### config.mk
export PLATFORM = sky130hd
export DESIGN_NAME = cacheline_parser_flat
export DESIGN_NICKNAME = d
export VERILOG_FILES = /design/src/rtl/cacheline_parser_if.sv /design/src/rtl/cacheline_parser.sv /design/src/flat_wrapper.sv
export SDC_FILE = /design/constraint.sdc
export NUM_CORES = 1
export LEC_CHECK = 0
export ABC_AREA = 1
export BUFFER_PORTS_ARGS = -buffer_cell sky130_fd_sc_hd__clkbuf_2
export CAP_MARGIN = 20
export CORE_AREA = 2 2 165 167
export CTS_CLUSTER_DIAMETER = 80
export CTS_CLUSTER_SIZE = 24
export DETAILED_ROUTE_END_ITERATION = 10
export DIE_AREA = 0 0 167 169
export SETUP_SLACK_MARGIN = 0.2
export SKIP_LAST_GASP = 1
export SYNTH_ARGS = -nofsm -noshare
export SYNTH_HDL_FRONTEND = slang
export SYNTH_SLANG_ARGS = --single-unit
export TNS_END_PERCENT = 100
### constraint.sdc
create_clock -name clock_i -period 0.8 [get_ports clock_i]
set_input_delay 0.12 -clock clock_i [delete_from_list [all_inputs] [get_ports clock_i]]
set_output_delay 0.12 -clock clock_i [all_outputs]
set_load 0.02 [all_outputs]
### src/rtl/cacheline_parser_if.sv
// cacheline_parser_if: request/response bundle between the L1 I-cache read
// port (master) and the cacheline parser (slave). Big-endian bit numbering:
// bit 0 is the MSB of every field.
interface cacheline_parser_if;
  // request side
  logic          enable_i;
  logic [0:255]  cacheline_i;
  logic [0:50]   tag_i;
  logic [0:7]    index_i;
  logic [0:4]    offset_i;
  // response side
  logic [0:31]   fetchedPayload_o;
  logic          enable_o;
  logic [0:50]   tag_o;
  logic [0:7]    index_o;
  logic [0:4]    offset_o;
  logic          alignFault_o;

  modport master (
    output enable_i, cacheline_i, tag_i, index_i, offset_i,
    input  fetchedPayload_o, enable_o, tag_o, index_o, offset_o, alignFault_o
  );

  modport slave (
    input  enable_i, cacheline_i, tag_i, index_i, offset_i,
    output fetchedPayload_o, enable_o, tag_o, index_o, offset_o, alignFault_o
  );
endinterface

### src/rtl/cacheline_parser.sv
// cacheline_parser: picks the 32-bit instruction word addressed by the byte
// offset out of a 256-bit I-cache line and registers it with the address
// fields (1-cycle latency, 1 line/cycle, no backpressure).
// Optional macro CACHELINE_PARSER_ALIGN_CHECK_EN: flag requests whose byte
// offset is not word aligned (alignFault_o=1, enable_o=0).
// Bit numbering is big-endian: bit 0 is the MSB, word 0 is cacheline_i[0:31].

// One word lane: passes its word through when the select matches, else zero,
// so the lanes can simply be OR-reduced into the selected word.
module cacheline_parser_lane #(
  parameter int WORD_W = 32,
  parameter int LANE   = 0
) (
  input  logic [0:WORD_W-1] word_i,
  input  logic [2:0]        sel_i,
  output logic [0:WORD_W-1] word_o
);
  assign word_o = (sel_i == 3'(LANE)) ? word_i : '0;
endmodule

module cacheline_parser (
  input  logic                  clock_i,
  input  logic                  reset_i,
  cacheline_parser_if.slave     bus
);
  localparam int NUM_WORDS = 8;
  localparam int WORD_W    = 32;

  // Upper three offset bits (big-endian [0:2]) are the word index; the low
  // two bits are the byte within the word and never steer the select.
  logic [2:0] sel;
  assign sel = bus.offset_i[0:2];

  logic [NUM_WORDS-1:0][0:WORD_W-1] lane_word;
  logic [0:WORD_W-1]                word_sel;

  for (genvar k = 0; k < NUM_WORDS; k++) begin : g_lane
    cacheline_parser_lane #(
      .WORD_W (WORD_W),
      .LANE   (k)
    ) u_lane (
      .word_i (bus.cacheline_i[k*WORD_W +: WORD_W]),
      .sel_i  (sel),
      .word_o (lane_word[k])
    );
  end

  // OR-reduce the one-hot lanes into the selected word
  always_comb begin
    word_sel = '0;
    for (int k = 0; k < NUM_WORDS; k++) word_sel |= lane_word[k];
  end

  logic [0:WORD_W-1] payload_d, payload_q;
  logic              enable_d,  enable_q;
  logic [0:50]       tag_d,     tag_q;
  logic [0:7]        index_d,   index_q;
  logic [0:4]        offset_d,  offset_q;
`ifdef CACHELINE_PARSER_ALIGN_CHECK_EN
  logic              fault_d,   fault_q;
  logic              misaligned;
  assign misaligned = |bus.offset_i[3:4];
`endif

  // Next-state: capture on enable, otherwise hold data and drop valid
  always_comb begin
    payload_d = payload_q;
    tag_d     = tag_q;
    index_d   = index_q;
    offset_d  = offset_q;
    enable_d  = 1'b0;
`ifdef CACHELINE_PARSER_ALIGN_CHECK_EN
    fault_d   = fault_q;
`endif
    if (bus.enable_i) begin
      payload_d = word_sel;
      tag_d     = bus.tag_i;
      index_d   = bus.index_i;
      offset_d  = bus.offset_i;
`ifdef CACHELINE_PARSER_ALIGN_CHECK_EN
      // misaligned fetch still records the word and address for debug,
      // but is not presented as a valid instruction
      enable_d  = ~misaligned;
      fault_d   = misaligned;
`else
      enable_d  = 1'b1;
`endif
    end
  end

  // Output register; async reset clears everything, including in-flight data
  always_ff @(posedge clock_i or negedge reset_i) begin
    if (!reset_i) begin
      payload_q <= '0;
      enable_q  <= 1'b0;
      tag_q     <= '0;
      index_q   <= '0;
      offset_q  <= '0;
`ifdef CACHELINE_PARSER_ALIGN_CHECK_EN
      fault_q   <= 1'b0;
`endif
    end else begin
      payload_q <= payload_d;
      enable_q  <= enable_d;
      tag_q     <= tag_d;
      index_q   <= index_d;
      offset_q  <= offset_d;
`ifdef CACHELINE_PARSER_ALIGN_CHECK_EN
      fault_q   <= fault_d;
`endif
    end
  end

  assign bus.fetchedPayload_o = payload_q;
  assign bus.enable_o         = enable_q;
  assign bus.tag_o            = tag_q;
  assign bus.index_o          = index_q;
  assign bus.offset_o         = offset_q;
`ifdef CACHELINE_PARSER_ALIGN_CHECK_EN
  assign bus.alignFault_o     = fault_q;
`else
  assign bus.alignFault_o     = 1'b0;
`endif

endmodule

### src/flat_wrapper.sv
// flat-port wrapper written by rule: the top's interface ports become plain ports
module cacheline_parser_flat 
  (clock_i, reset_i, bus_enable_i, bus_cacheline_i, bus_tag_i, bus_index_i, bus_offset_i, bus_fetchedPayload_o, bus_enable_o, bus_tag_o, bus_index_o, bus_offset_o, bus_alignFault_o);
  cacheline_parser_if bus_i ();
  input  logic clock_i;
  input  logic reset_i;
  input wire logic [$bits(bus_i.enable_i)-1:0] bus_enable_i;
  input wire logic [$bits(bus_i.cacheline_i)-1:0] bus_cacheline_i;
  input wire logic [$bits(bus_i.tag_i)-1:0] bus_tag_i;
  input wire logic [$bits(bus_i.index_i)-1:0] bus_index_i;
  input wire logic [$bits(bus_i.offset_i)-1:0] bus_offset_i;
  output wire logic [$bits(bus_i.fetchedPayload_o)-1:0] bus_fetchedPayload_o;
  output wire logic [$bits(bus_i.enable_o)-1:0] bus_enable_o;
  output wire logic [$bits(bus_i.tag_o)-1:0] bus_tag_o;
  output wire logic [$bits(bus_i.index_o)-1:0] bus_index_o;
  output wire logic [$bits(bus_i.offset_o)-1:0] bus_offset_o;
  output wire logic [$bits(bus_i.alignFault_o)-1:0] bus_alignFault_o;
  assign bus_i.enable_i = bus_enable_i;
  assign bus_i.cacheline_i = bus_cacheline_i;
  assign bus_i.tag_i = bus_tag_i;
  assign bus_i.index_i = bus_index_i;
  assign bus_i.offset_i = bus_offset_i;
  assign bus_fetchedPayload_o = bus_i.fetchedPayload_o;
  assign bus_enable_o = bus_i.enable_o;
  assign bus_tag_o = bus_i.tag_o;
  assign bus_index_o = bus_i.index_o;
  assign bus_offset_o = bus_i.offset_o;
  assign bus_alignFault_o = bus_i.alignFault_o;
  cacheline_parser u_core (.clock_i(clock_i), .reset_i(reset_i), .bus(bus_i));
endmodule
* After elaboration in Yosys (flattened, before gate mapping)
Cells that the tools add are included.
Operators by class: equal/unequal tests 7, mux-type cells 9, bitwise gates (word level) 7, reductions and logical operators 1
Operators by type and width (count):
- 32-bit two-way mux | 8
- 32-bit OR | 7
- 3-bit equality test (second input constant) | 4
- 3-bit by 2-bit equality test with 1-bit output (second input constant) | 2
- 3-bit by 1-bit equality test with 1-bit output (second input constant) | 1
- 3-bit logical NOT | 1
- 1-bit two-way mux | 1
Word-level totals: register bits after elaboration 97, output and inout port bits 98, logic and storage cells 29

* Depth between registers and ports, before layout
Gate-level depths: netlist of run 1.
depth in word-level cells 9, depth in mapped cells 9, depth with buffers taken out 7

* By module
A second synthesis of run 1 with hierarchy kept.
Unflattened totals: cells, all modules 1019, area, all modules 7707.4 um^2
By module, submodules not included:
- cacheline_parser | instances 1, cells each 465, area an instance 4684.5 um^2, sequential area each 2427.3 um^2
- cacheline_parser_lane (u_core.g_lane[3].u_lane ...) | instances 3, cells each 69, area an instance 370.4 um^2, sequential area each 0.0 um^2
- cacheline_parser_lane (u_core.g_lane[1].u_lane ...) | instances 2, cells each 70, area an instance 389.1 um^2, sequential area each 0.0 um^2
- cacheline_parser_lane (u_core.g_lane[7].u_lane) | instances 1, cells each 68, area an instance 381.6 um^2, sequential area each 0.0 um^2
- cacheline_parser_lane (u_core.g_lane[0].u_lane) | instances 1, cells each 70, area an instance 377.9 um^2, sequential area each 0.0 um^2
- cacheline_parser_lane (u_core.g_lane[4].u_lane) | instances 1, cells each 69, area an instance 374.1 um^2, sequential area each 0.0 um^2

* Least setup slack after synthesis of run 1
No wires, ideal clock.
path type input -> register, start in bus_offset_i[4], end reg u_core.payload_q (netlist bit u_core.bus.fetchedPayload_o[11]), library setup time 0.066 ns, arrival 0.906 ns, path slack -0.172 ns, cell stages on the path 8, buffers on the path 2, cell sequence buf_2 clkbuf_1 nand4_1 nand2_1 nor2_1 nand2_1 nand2_1 nand2_1
Between the ends: word-level cells in the longest chain between the ends 9
Ends and longest elaborated chain:
- from (decl) | line flat_wrapper.sv:11 | input wire logic [$bits(bus_i.offset_i)-1:0] bus_offset_i;
- 3-bit by 1-bit equality test with 1-bit output or 3-bit logical NOT (tied branches) | line cacheline_parser.sv:18 | assign word_o = (sel_i == 3'(LANE)) ? word_i : '0;
- 32-bit two-way mux | line cacheline_parser.sv:18
- 32-bit OR (6 in a row) | line cacheline_parser.sv:51 | for (int k = 0; k < NUM_WORDS; k++) word_sel |= lane_word[k];
- 32-bit OR (*) | line cacheline_parser.sv:51
- to (signal assigned) | line cacheline_parser.sv:103 | payload_q <= payload_d;
- to (decl) | line cacheline_parser.sv:54 | logic [0:WORD_W-1] payload_d, payload_q;
Mark *: on every way between the ends. The rest lies on a longest branch, timed or not. A chain may end at the register's enable or synchronous reset.

* Worst setup path in the final report of run 1
start reg u_core.payload_q (netlist bit u_core.bus.fetchedPayload_o[31]), end out bus_fetchedPayload_o[0]
RTL lines:
- to (decl) | line flat_wrapper.sv:12 | output wire logic [$bits(bus_i.fetchedPayload_o)-1:0] bus_fetchedPayload_o;
No word-level cell between the ends.

==> results.tsv, run 1 <==
stage	metric	value	unit
setup_path	crit_chain	clkbuf_8	
route	wl	33.4	mm
final_layout	drive_gt1_share	52.3	%
synthesis	ys_types	15	
global_route	grt_max_degree	66	
timing	hold_viol_final	135	
synthesis	syn-num-nets	1288	
synthesis	ys_ff_latch	97	
run_status	failed_checks	hold timing, setup timing	
synthesis	yosysSeqAreaShare	38.3	%
setup_path	end_kind	primary output	
setup_path	cp_max_fo	2	
floorplanning	ios	421	
synthesis	synth_top_area_share	38.3	%
pwr	p_per_area	1410	nW/µm²
floorplanning	core_area	26500	µm²
route	dr.first_iter.drc_count	588	
setup_path	worstSetupStartpointType	register	
worst_hold_path	min_path_type	input port to async pin	
final_layout	fillerInstances	2581	
pwr	p_int	11.3	mW
final_layout	area_growth	92.6	%
floorplanning	start_util	23.9	%
timing	fin_crit	1.10	ns
setup_path	arrival	0.98	ns
setup_path	crit_family	flip-flops	
setup_path	cp.required	0.68	ns
timing	fin_hold_ws	-0.219	ns
setup_path	cp_slowest_stage_delay	0.44	ns
final_layout	fin_area	12200	µm²
job	drv_cap	0	
synthesis	syn-cell-area	6340	µm²
route	drt_pass1_iterations	5	
timing	fin_skew	0	ns
synthesis	synth_area_leader_cell	dfrtp_1	
clocking	root_buffer	clkbuf_16	
pwr	comb_power_share	38.1	%
timing	grt_setup_unrepaired	yes	
clocking	path_clk_slew	0.08	ns
route	ant_nets	0	
synthesis	netlist_instances	965	
pwr	p_switching	5.93	mW
global_route	antenna_found_initial	1	
final_layout	finish.net_count	1772	
clocking	htreeDepth	3	
synthesis	ys_warn_count	0	
clocking	numCtsBuffers	9	
setup_path	cp.buffers_inverters	1	
clocking	clock_latency	0.35	ns
floorplanning	num_rows	60	
pwr	p_leak	6.50	nW
clocking	cts_sinks	97	
route	vias	9079	
floorplanning	die_x	167	µm
timing	setup_viol	126	
placement	io_buffers	419	
timing	slew_viol_final	0	
global_route	grt.overflow.total	0	
pwr	p_clk_share	27.6	%
global_route	grt_pass1_vias	8711	
placement	place_area	9410	µm²
floorplanning	dieHeight	169	µm
floorplanning	fp.dieArea	28200	µm²
route	wl_per_cell	18.6	µm
route	drc_errors	0	
clocking	cts_buffer_depth	2	
pwr	ir_drop	1.17	mV
setup_path	critical_path_class	register to primary output	
pwr	p_sw_share	34.4	%
placement	gp_congestion	0.924	
placement	dp_hpwl	21.8	mm
pwr	power_frac_seq	34.3	%
run_status	status	complete, but fails checks	
synthesis	ys_top_cells_by_area	dfrtp_1, nand2_1, nand4_1	
placement	pre_cts_ws	-0.444	ns
global_route	grt_pass1_wl	49.5	mm
setup_path	worst_path_max_delay_cell	dfrtp_1	
timing	setup_slack	-0.300	ns
timing	fin_crit_sh	138	%
global_route	track_usage	22.6	%
route	vias_per_cell	5.06	
synthesis	synth.avg_cell_area	6.57	µm²
clocking	cts_tree	yes	
timing	fmax	909	MHz
-- power groups by stage --
stage / Clock [mW] / Sequential, mW / Combinational (mW)
final: 4.76 / 5.92 / 6.58
after global routing: 5.15 / 5.98 / 7.03
after CTS: 4.96 / 5.80 / 5.84
after detailed placement: 0 / 5.86 / 4.59
after global placement: 0 / 5.85 / 4.58
after floorplan: 0 / 6.48 / 1.90
-- sequential cells by signal, indices dropped and copies added (netlist names) --
signal / count
u_core.bus.fetchedPayload_o: 32
u_core.bus.offset_o: 5
u_core.bus.enable_o: 1
u_core.bus.tag_o: 51
u_core.bus.index_o: 8
-- placed cells by master (no fill, tap or decap) --
cell / n
diode_2: 1
inv_8: 3
buf_12: 27
nor2_1: 54
clkbuf_8: 14
nor2_4: 3
clkinvlp_4: 1
dfrtp_1: 32
conb_1: 1
dlygate4sd3_1: 11
nand4_1: 192
bufbuf_16: 2
inv_6: 3
buf_8: 31
bufinv_16: 1
clkbuf_2: 317
clkbuf_16: 10
nand2_2: 49
inv_4: 2
nand3_4: 3
nor2_2: 8
buf_16: 20
nand3_1: 7
inv_12: 2
buf_6: 88
dfrtp_2: 65
nand2_1: 393
o21ai_1: 3
clkinv_8: 1
buf_4: 56
inv_16: 1
nand3_2: 54
-- logic make-up (layout without fill, tap and decap cells) --
family | after synthesis | in the layout | synth area share [%]
compound gates | 3 | 3 | 0.237
buf+inv | 101 | 590 | 7.32
flops | 97 | 97 | 38.3
other cells | 1 | 2 | 0.0592
simple gates | 763 | 763 | 54.1
-- stage by stage --
step | total power, mW | TNS, ns | util (%) | instances
after floorplan | 8.38 | -1.64 | - | 965
after global placement | 10.4 | -16.86 | 35.5 | 1697
after detailed placement | 10.4 | -16.79 | 35.5 | 1697
after CTS | 16.6 | -24.25 | 43.1 | 1778
after global routing | 18.2 | -27.26 | 46.0 | 1795
final | 17.3 | -21.90 | 46.1 | 1796
-- final timing paths --
check                                           startpoint                         endpoint  slack, ns  cells after the start
max                        u_core.bus.fetchedPayload_o[31]          bus_fetchedPayload_o[0]      -0.30                      1
max in group asynchronous                          reset_i             u_core.bus.tag_o[40]       0.72                      2
min in group clock_i                          bus_tag_i[3]             u_core.bus.tag_o[47]      -0.03                      3
min reg2reg                           u_core.bus.tag_o[17]             u_core.bus.tag_o[17]       0.49                      2
max reg2reg                u_core.bus.fetchedPayload_o[29]  u_core.bus.fetchedPayload_o[29]      -0.05                      4
min                                                reset_i  u_core.bus.fetchedPayload_o[16]      -0.22                      2
-- timing repair --
item	CTS	global route
hold buffers	11	1
setup endpoints to repair	193	290
setup buffers	31	16
gates resized for setup	187	280
gates cloned	23	1
hold endpoints to repair	155	136
pin swaps	84	75
-- metal layers --
metal / up-vias / global-route usage (%) / wire (µm)
li1: 4271 / - / -
met1: 4172 / 29.5 / 13800
met2: 555 / 36.3 / 15600
met3: 81 / 4.49 / 2750
met4: 0 / 10.3 / 1340
met5: - / 0 / 0
-- cells in the mapped netlist, drive strengths merged --
library cell / number
buf: 69
clkbuf: 28
conb: 1
dfrtp: 97
inv: 4
nand2: 442
nand3: 64
nand4: 192
nor2: 65
o21ai: 3
-- final cells by class --
type	count	area (µm²)	area share, %
inverter	4	58.8	0.482
clock buffer	9	225	1.85
multi-input combinational	767	3920	32.1
clock inverter	7	93.8	0.769
timing repair buffer	567	4950	40.5
tap	341	427	3.50
antenna	1	2.50	0.0205
timing repair inverter	3	26.3	0.215
sequential	97	2510	20.6
(Power assumes the default switching activity.)
==> inputs of run 2 (changes only) <==
- CORE_AREA: 2 2 165 167 -> 2 2 163 165
- CTS_BUF_LIST: unset -> sky130_fd_sc_hd__clkbuf_2
- DIE_AREA: 0 0 167 169 -> 0 0 165 167
- REMOVE_ABC_BUFFERS: unset -> 1
==> run 2 against run 1 <==
The flow still finishes with violations (hold timing, setup timing); clock skew stayed put; flip-flop and latch count stayed put; sequential share of layout area is 3.0 points lower; largest cell class unchanged; clock power is 41% lower; combinational power is 10% higher.
==> results.tsv, run 2 (same netlist as run 1, synthesis figures left out) <==
stage	metric	value	unit
run_status	status	complete, but fails checks	
run_status	failed_checks	hold timing, setup timing	
setup_path	ff2ff_path_depth	4	
final_layout	drive_gt1_share	33.7	%
route	drt_pass1_iterations	7	
timing	setup_viol	105	
setup_path	cp.required	0.68	ns
timing	setup_slack	-0.605	ns
placement	dpl.cell_count	1699	
pwr	p_per_area	1150	nW/µm²
timing	fin_crit_sh	176	%
final_layout	instances_no_fill	2072	
floorplanning	die_x	165	µm
clocking	root_buffer	clkbuf_2	
final_layout	fillerInstances	2152	
pwr	comb_power_share	45.4	%
global_route	grt_pass1_vias	10300	
placement	pre_cts_ws	-0.504	ns
final_layout	final_core_util	53.8	%
floorplanning	ios	421	
setup_path	cp_slowest_stage_delay	0.49	ns
job	drv_cap	0	
setup_path	end_kind	primary output	
clocking	numCtsBuffers	9	
final_layout	layout_common_cells	nand2_1, clkbuf_2, dlygate4sd3_1	
worst_hold_path	min_path_type	input port to async pin	
route	drc_errors	0	
clocking	path_clk_slew	0.34	ns
global_route	grt_pass1_wl	52.2	mm
setup_path	crit_chain	clkbuf_8	
timing	grt_setup_unrepaired	yes	
global_route	grt.overflow.total	0	
floorplanning	num_rows	59	
pwr	p_sw_share	36.5	%
timing	fin_hold_ws	-0.138	ns
setup_path	crit_family	flip-flops	
pwr	p_int	10.1	mW
route	wl_per_cell	17.4	µm
floorplanning	start_util	24.6	%
floorplanning	dieHeight	167	µm
global_route	grt_max_degree	52	
setup_path	rrSetupSlack	-0.07	ns
timing	hold_viol_final	28	
route	wl	36.0	mm
setup_path	worstReg2RegStart	u_core.bus.tag_o[47]	
placement	io_buffers	419	
setup_path	arrival	1.28	ns
route	vias	10500	
pwr	power_frac_seq	36.9	%
setup_path	worstSetupStartpointType	register	
global_route	track_usage	23.8	%
pwr	ir_drop	0.702	mV
setup_path	cp_max_fo	2	
final_layout	largest_reg_flops	51	
timing	slew_viol_final	0	
setup_path	critical_path_class	register to primary output	
clocking	clock_latency	0.62	ns
floorplanning	core_area	25800	µm²
timing	fin_skew	0	ns
timing	fin_setup_tns	-52.81	ns
setup_path	cp.buffers_inverters	1	
route	dr.first_iter.drc_count	917	
clocking	htreeDepth	3	
placement	gp_congestion	0.865	
clocking	cts_sinks	97	
timing	fmax	712	MHz
route	vias_per_cell	5.07	
final_layout	area_growth	119	%
placement	dp_hpwl	21.6	mm
global_route	antenna_found_initial	4	
timing	fin_crit	1.40	ns
clocking	cts_tree	yes	
pwr	p_leak	7.40	nW
route	ant_nets	0	
clocking	cts_buffer_depth	2	
pwr	p_clk_share	17.6	%
pwr	p_switching	5.82	mW
setup_path	worst_path_max_delay_cell	dfrtp_1	
final_layout	finish.net_count	2051	
floorplanning	fp.dieArea	27600	µm²
final_layout	layout.cells.most_common	nand2_1	
setup_path	rr_endpoint	u_core.bus.tag_o[47]	
run 2: changes by cell type in the layout (fill, tap and decap cells not counted), moves of 22 or more:
cell	change
dfrtp_2	-65
nand2_1	+22
nand3_2	-54
dlygate4sd3_1	+303
nand3_1	+57
dfrtp_1	+65
nand2_2	-24
run 2: how the worst max path moves through the flow:
stage | start | endpoint | depth (start not counted)
finish | u_core.bus.fetchedPayload_o[0] | bus_fetchedPayload_o[31] | 1
global route | u_core.bus.fetchedPayload_o[24] | bus_fetchedPayload_o[7] | 1
CTS | u_core.bus.fetchedPayload_o[0] | bus_fetchedPayload_o[31] | 1
detailed placement | bus_offset_i[4] | u_core.bus.fetchedPayload_o[0] | 9
global placement | bus_offset_i[4] | u_core.bus.fetchedPayload_o[0] | 9
floorplan | bus_offset_i[4] | u_core.bus.fetchedPayload_o[0] | 7
run 2: power by group through the flow:
| stage | Combinational (mW) | Sequential, mW | Clock [mW] |
|---|---|---|---|
| CTS | 6.23 | 5.74 | 3.02 |
| floorplan | 1.15 | 6.42 | 0 |
| global route | 7.71 | 5.95 | 3.15 |
| global placement | 4.60 | 5.80 | 0 |
| finish | 7.25 | 5.89 | 2.81 |
| detailed placement | 4.62 | 5.80 | 0 |
run 2: layer usage:
metal  part of all wire [%]  global-route usage (%)
met5                      0                       0
met4                    6.2                    14.0
met3                    7.7                    4.76
met2                     50                    40.6
met1                     36                    27.2
run 2: repair_timing:
action | CTS | global route
pin swaps | 81 | 43
hold buffers | 314 | 1
hold endpoints to repair | 193 | 84
gates cloned | 0 | 0
gates resized for setup | 61 | 289
setup endpoints to repair | 193 | 194
buffers inserted | 16 | 23
run 2: layout make-up:
class,count,area (µm²),share of cell area (%)
inverters,4,22.5,0.163
diodes,4,10.0,0.0722
well taps,335,419,3.02
repair buffers,849,7320,52.8
multi-input cells,767,3530,25.5
flip-flops and latches,97,2430,17.5
clock buffers,9,45.0,0.325
clock inverters,7,86.3,0.623
run 2: per-stage QoR:
stage                     power (mW)  area, µm²  hold slack [ns]
after floorplan                 7.57       5890           -0.176
after global placement          10.4       9380          -0.0197
after CTS                       15.0      13000           -0.212
final                           16.0      13900           -0.138
after detailed placement        10.4       9380          -0.0177
after global routing            16.8      13900           -0.231
==> inputs of run 3 (changes only) <==
- CORE_AREA: 2 2 163 165 -> 2 2 164 166
- DIE_AREA: 0 0 165 167 -> 0 0 166 168
- SYNTH_HIERARCHICAL: unset -> 1
==> run 3 against run 2 <==
The flow still finishes with violations (hold timing, setup timing); die area rose by 1.2%; global-route usage fell by 0.15 points; routed wire length rose by 0.54%; critical path depth unchanged; area after synthesis is 22% higher; critical endpoint is now bus_fetchedPayload_o[18]; largest power group unchanged; highest routed layer unchanged.
==> results.tsv, run 3 <==
stage	metric	value	unit
timing	setup_viol	149	
route	drc_errors	0	
global_route	grt_pass1_vias	9971	
floorplanning	num_rows	60	
synthesis	synth_area_leader_cell	dfrtp_1	
global_route	antenna_found_initial	1	
timing	fin_setup_tns	-53.79	ns
synthesis	synth_most_common_cell	inv_1	
synthesis	synth_top_area_share	31.5	%
global_route	grt_max_degree	47	
synthesis	ys_ff_latch	97	
final_layout	ff_latch_area	2430	µm²
clocking	numCtsBuffers	9	
timing	fin_hold_ws	-0.0473	ns
setup_path	crit_chain	clkbuf_8	
global_route	grt_use_met2	41.8	%
timing	fin_skew	0	ns
global_route	track_usage	23.6	%
synthesis	synth_common_cells	inv_1, nor2_1, nor2_2, dfrtp_1, mux2_4	
clocking	clock_latency	0.56	ns
pwr	finalPower	16.0	mW
setup_path	critPathLaunch	u_core/bus.fetchedPayload_o[13]	
timing	slew_viol_final	0	
clocking	cts_tree	yes	
floorplanning	start_util	29.2	%
timing	setup_slack	-0.590	ns
synthesis	synth.avg_cell_area	7.56	µm²
global_route	busiest_layer	met2	
clocking	path_clk_slew	0.33	ns
synthesis	ys_types	17	
run_status	failed_checks	hold timing, setup timing	
synthesis	synthArstFlopShare	100	%
pwr	p_per_area	1080	nW/µm²
route	ant_nets	0	
setup_path	cp.required	0.68	ns
setup_path	worstReg2RegStart	u_core/bus.index_o[3]	
setup_path	worstSetupStartpointType	register	
placement	pre_cts_ws	-0.803	ns
synthesis	ys_top_cells_by_area	dfrtp_1, nor2_2, inv_1	
setup_path	rr_endpoint	u_core/bus.index_o[3]	
final_layout	layout_common_cells	clkbuf_2, dlygate4sd3_1, inv_1	
worst_hold_path	hold_path_startpoint	bus_enable_i	
global_route	grt.overflow.total	0	
setup_path	worst_path_max_delay_cell	dfrtp_1	
route	drt_pass1_iterations	5	
global_route	met1_usage	26.7	%
clocking	root_buffer	clkbuf_2	
setup_path	cp.buffers_inverters	1	
route	vias	9432	
setup_path	cp_slowest_stage_delay	0.50	ns
pwr	p_leak	8.07	nW
synthesis	netlist_instances	1019	
setup_path	crit_family	flip-flops	
worst_hold_path	min_path_type	input port to register	
synthesis	synth_edf_count	0	
setup_path	cp_max_fo	2	
placement	dp_hpwl	21.5	mm
final_layout	largest_reg_flops	51	
setup_path	end_kind	primary output	
timing	fmax	720	MHz
setup_path	rrSetupSlack	-0.25	ns
floorplanning	ios	421	
synthesis	yosysSeqAreaShare	31.5	%
run_status	status	complete, but fails checks	
timing	fin_crit_sh	174	%
final_layout	area_growth	92.1	%
pwr	ir_drop	0.878	mV
placement	io_buffers	419	
placement	gp_congestion	0.906	
floorplanning	die_x	166	µm
route	dr.first_iter.drc_count	496	
clocking	cts_sinks	97	
final_layout	final_core_util	56.2	%
setup_path	critical_path_class	register to primary output	
timing	hold_viol_final	1	
final_layout	drive_gt1_share	48.4	%
final_layout	fillerInstances	2187	
final_layout	layout.cells.most_common	clkbuf_2	
global_route	use_met3	4.82	%
floorplanning	fp.dieArea	27900	µm²
floorplanning	core_area	26400	µm²
floorplanning	dieHeight	168	µm
timing	grt_setup_unrepaired	yes	
route	wl_per_cell	16.8	µm
synthesis	syn-cell-area	7710	µm²
job	drv_cap	0	
global_route	grt_pass1_wl	51.9	mm
route	vias_per_cell	4.38	
worst_hold_path	hold_end	u_core/bus.enable_o	
setup_path	arrival	1.27	ns
synthesis	synth-main-ff-cell	dfrtp_1	
final_layout	finish.net_count	2129	
clocking	cts_buffer_depth	2	
setup_path	ff2ff_path_depth	3	
worst_hold_path	holdPathStages	2	
synthesis	ys_warn_count	6	
clocking	htreeDepth	3	
final_layout	multiInputGateArea	3880	µm²
timing	fin_crit	1.39	ns
route	wl	36.2	mm
## run 3: worst max path at each step
stage / endpoint / slack, ns / depth (start not counted)
after global routing: bus_fetchedPayload_o[18] / -0.71 / 1
final: bus_fetchedPayload_o[18] / -0.59 / 1
after floorplan: u_core/bus.fetchedPayload_o[0] / -0.44 / 7
after detailed placement: u_core/bus.fetchedPayload_o[17] / -0.80 / 9
after global placement: u_core/bus.fetchedPayload_o[17] / -0.73 / 9
after CTS: bus_fetchedPayload_o[18] / -0.70 / 1
## run 3: what timing repair did
item | CTS | global route
hold buffers | 288 | 1
resized for setup | 53 | 297
setup buffers | 24 | 24
endpoints found under the setup margin | 193 | 244
cloned | 0 | 1
pin swaps | 4 | 15
hold endpoints to repair | 194 | 52
## run 3: layer usage
metal / part of all wire [%] / vias up
met5: 0 / -
met4: 5.1 / 0
met1: 38 / 4305
met3: 7.4 / 128
li1: - / 4445
met2: 49 / 554
## run 3: where the power goes
part	internal [mW]	total, mW	leakage, nW	switching [mW]
Clock	0.493	2.47	0.0684	1.97
Combinational	4.24	7.56	6.88	3.32
Sequential	5.46	5.98	1.13	0.519
## run 3: final cells by class
| cell class | count | share of cell area [%] |
|---|---|---|
| clock inverter | 7 | 0.414 |
| timing repair buffer | 815 | 47.0 |
| inverter | 265 | 6.72 |
| antenna | 1 | 0.0169 |
| tap | 341 | 2.88 |
| clock buffer | 9 | 0.304 |
| multi-input combinational | 618 | 26.2 |
| sequential | 97 | 16.4 |
## run 3: cells by family after synthesis
| kind of cell | synth area share, % |
|---|---|
| DFF | 31.5 |
| buffers and inverters | 19.0 |
| and+or+nand+nor | 37.4 |
| muxes | 12.1 |
| other | 0.0487 |
## run 3: metrics by stage
stage                     instances  cell area [µm²]
after floorplan                 980             7240
after detailed placement       1799            10500
final                          2153            14800
after global routing           2153            14800
after CTS                      2127            13900
after global placement         1799            10500
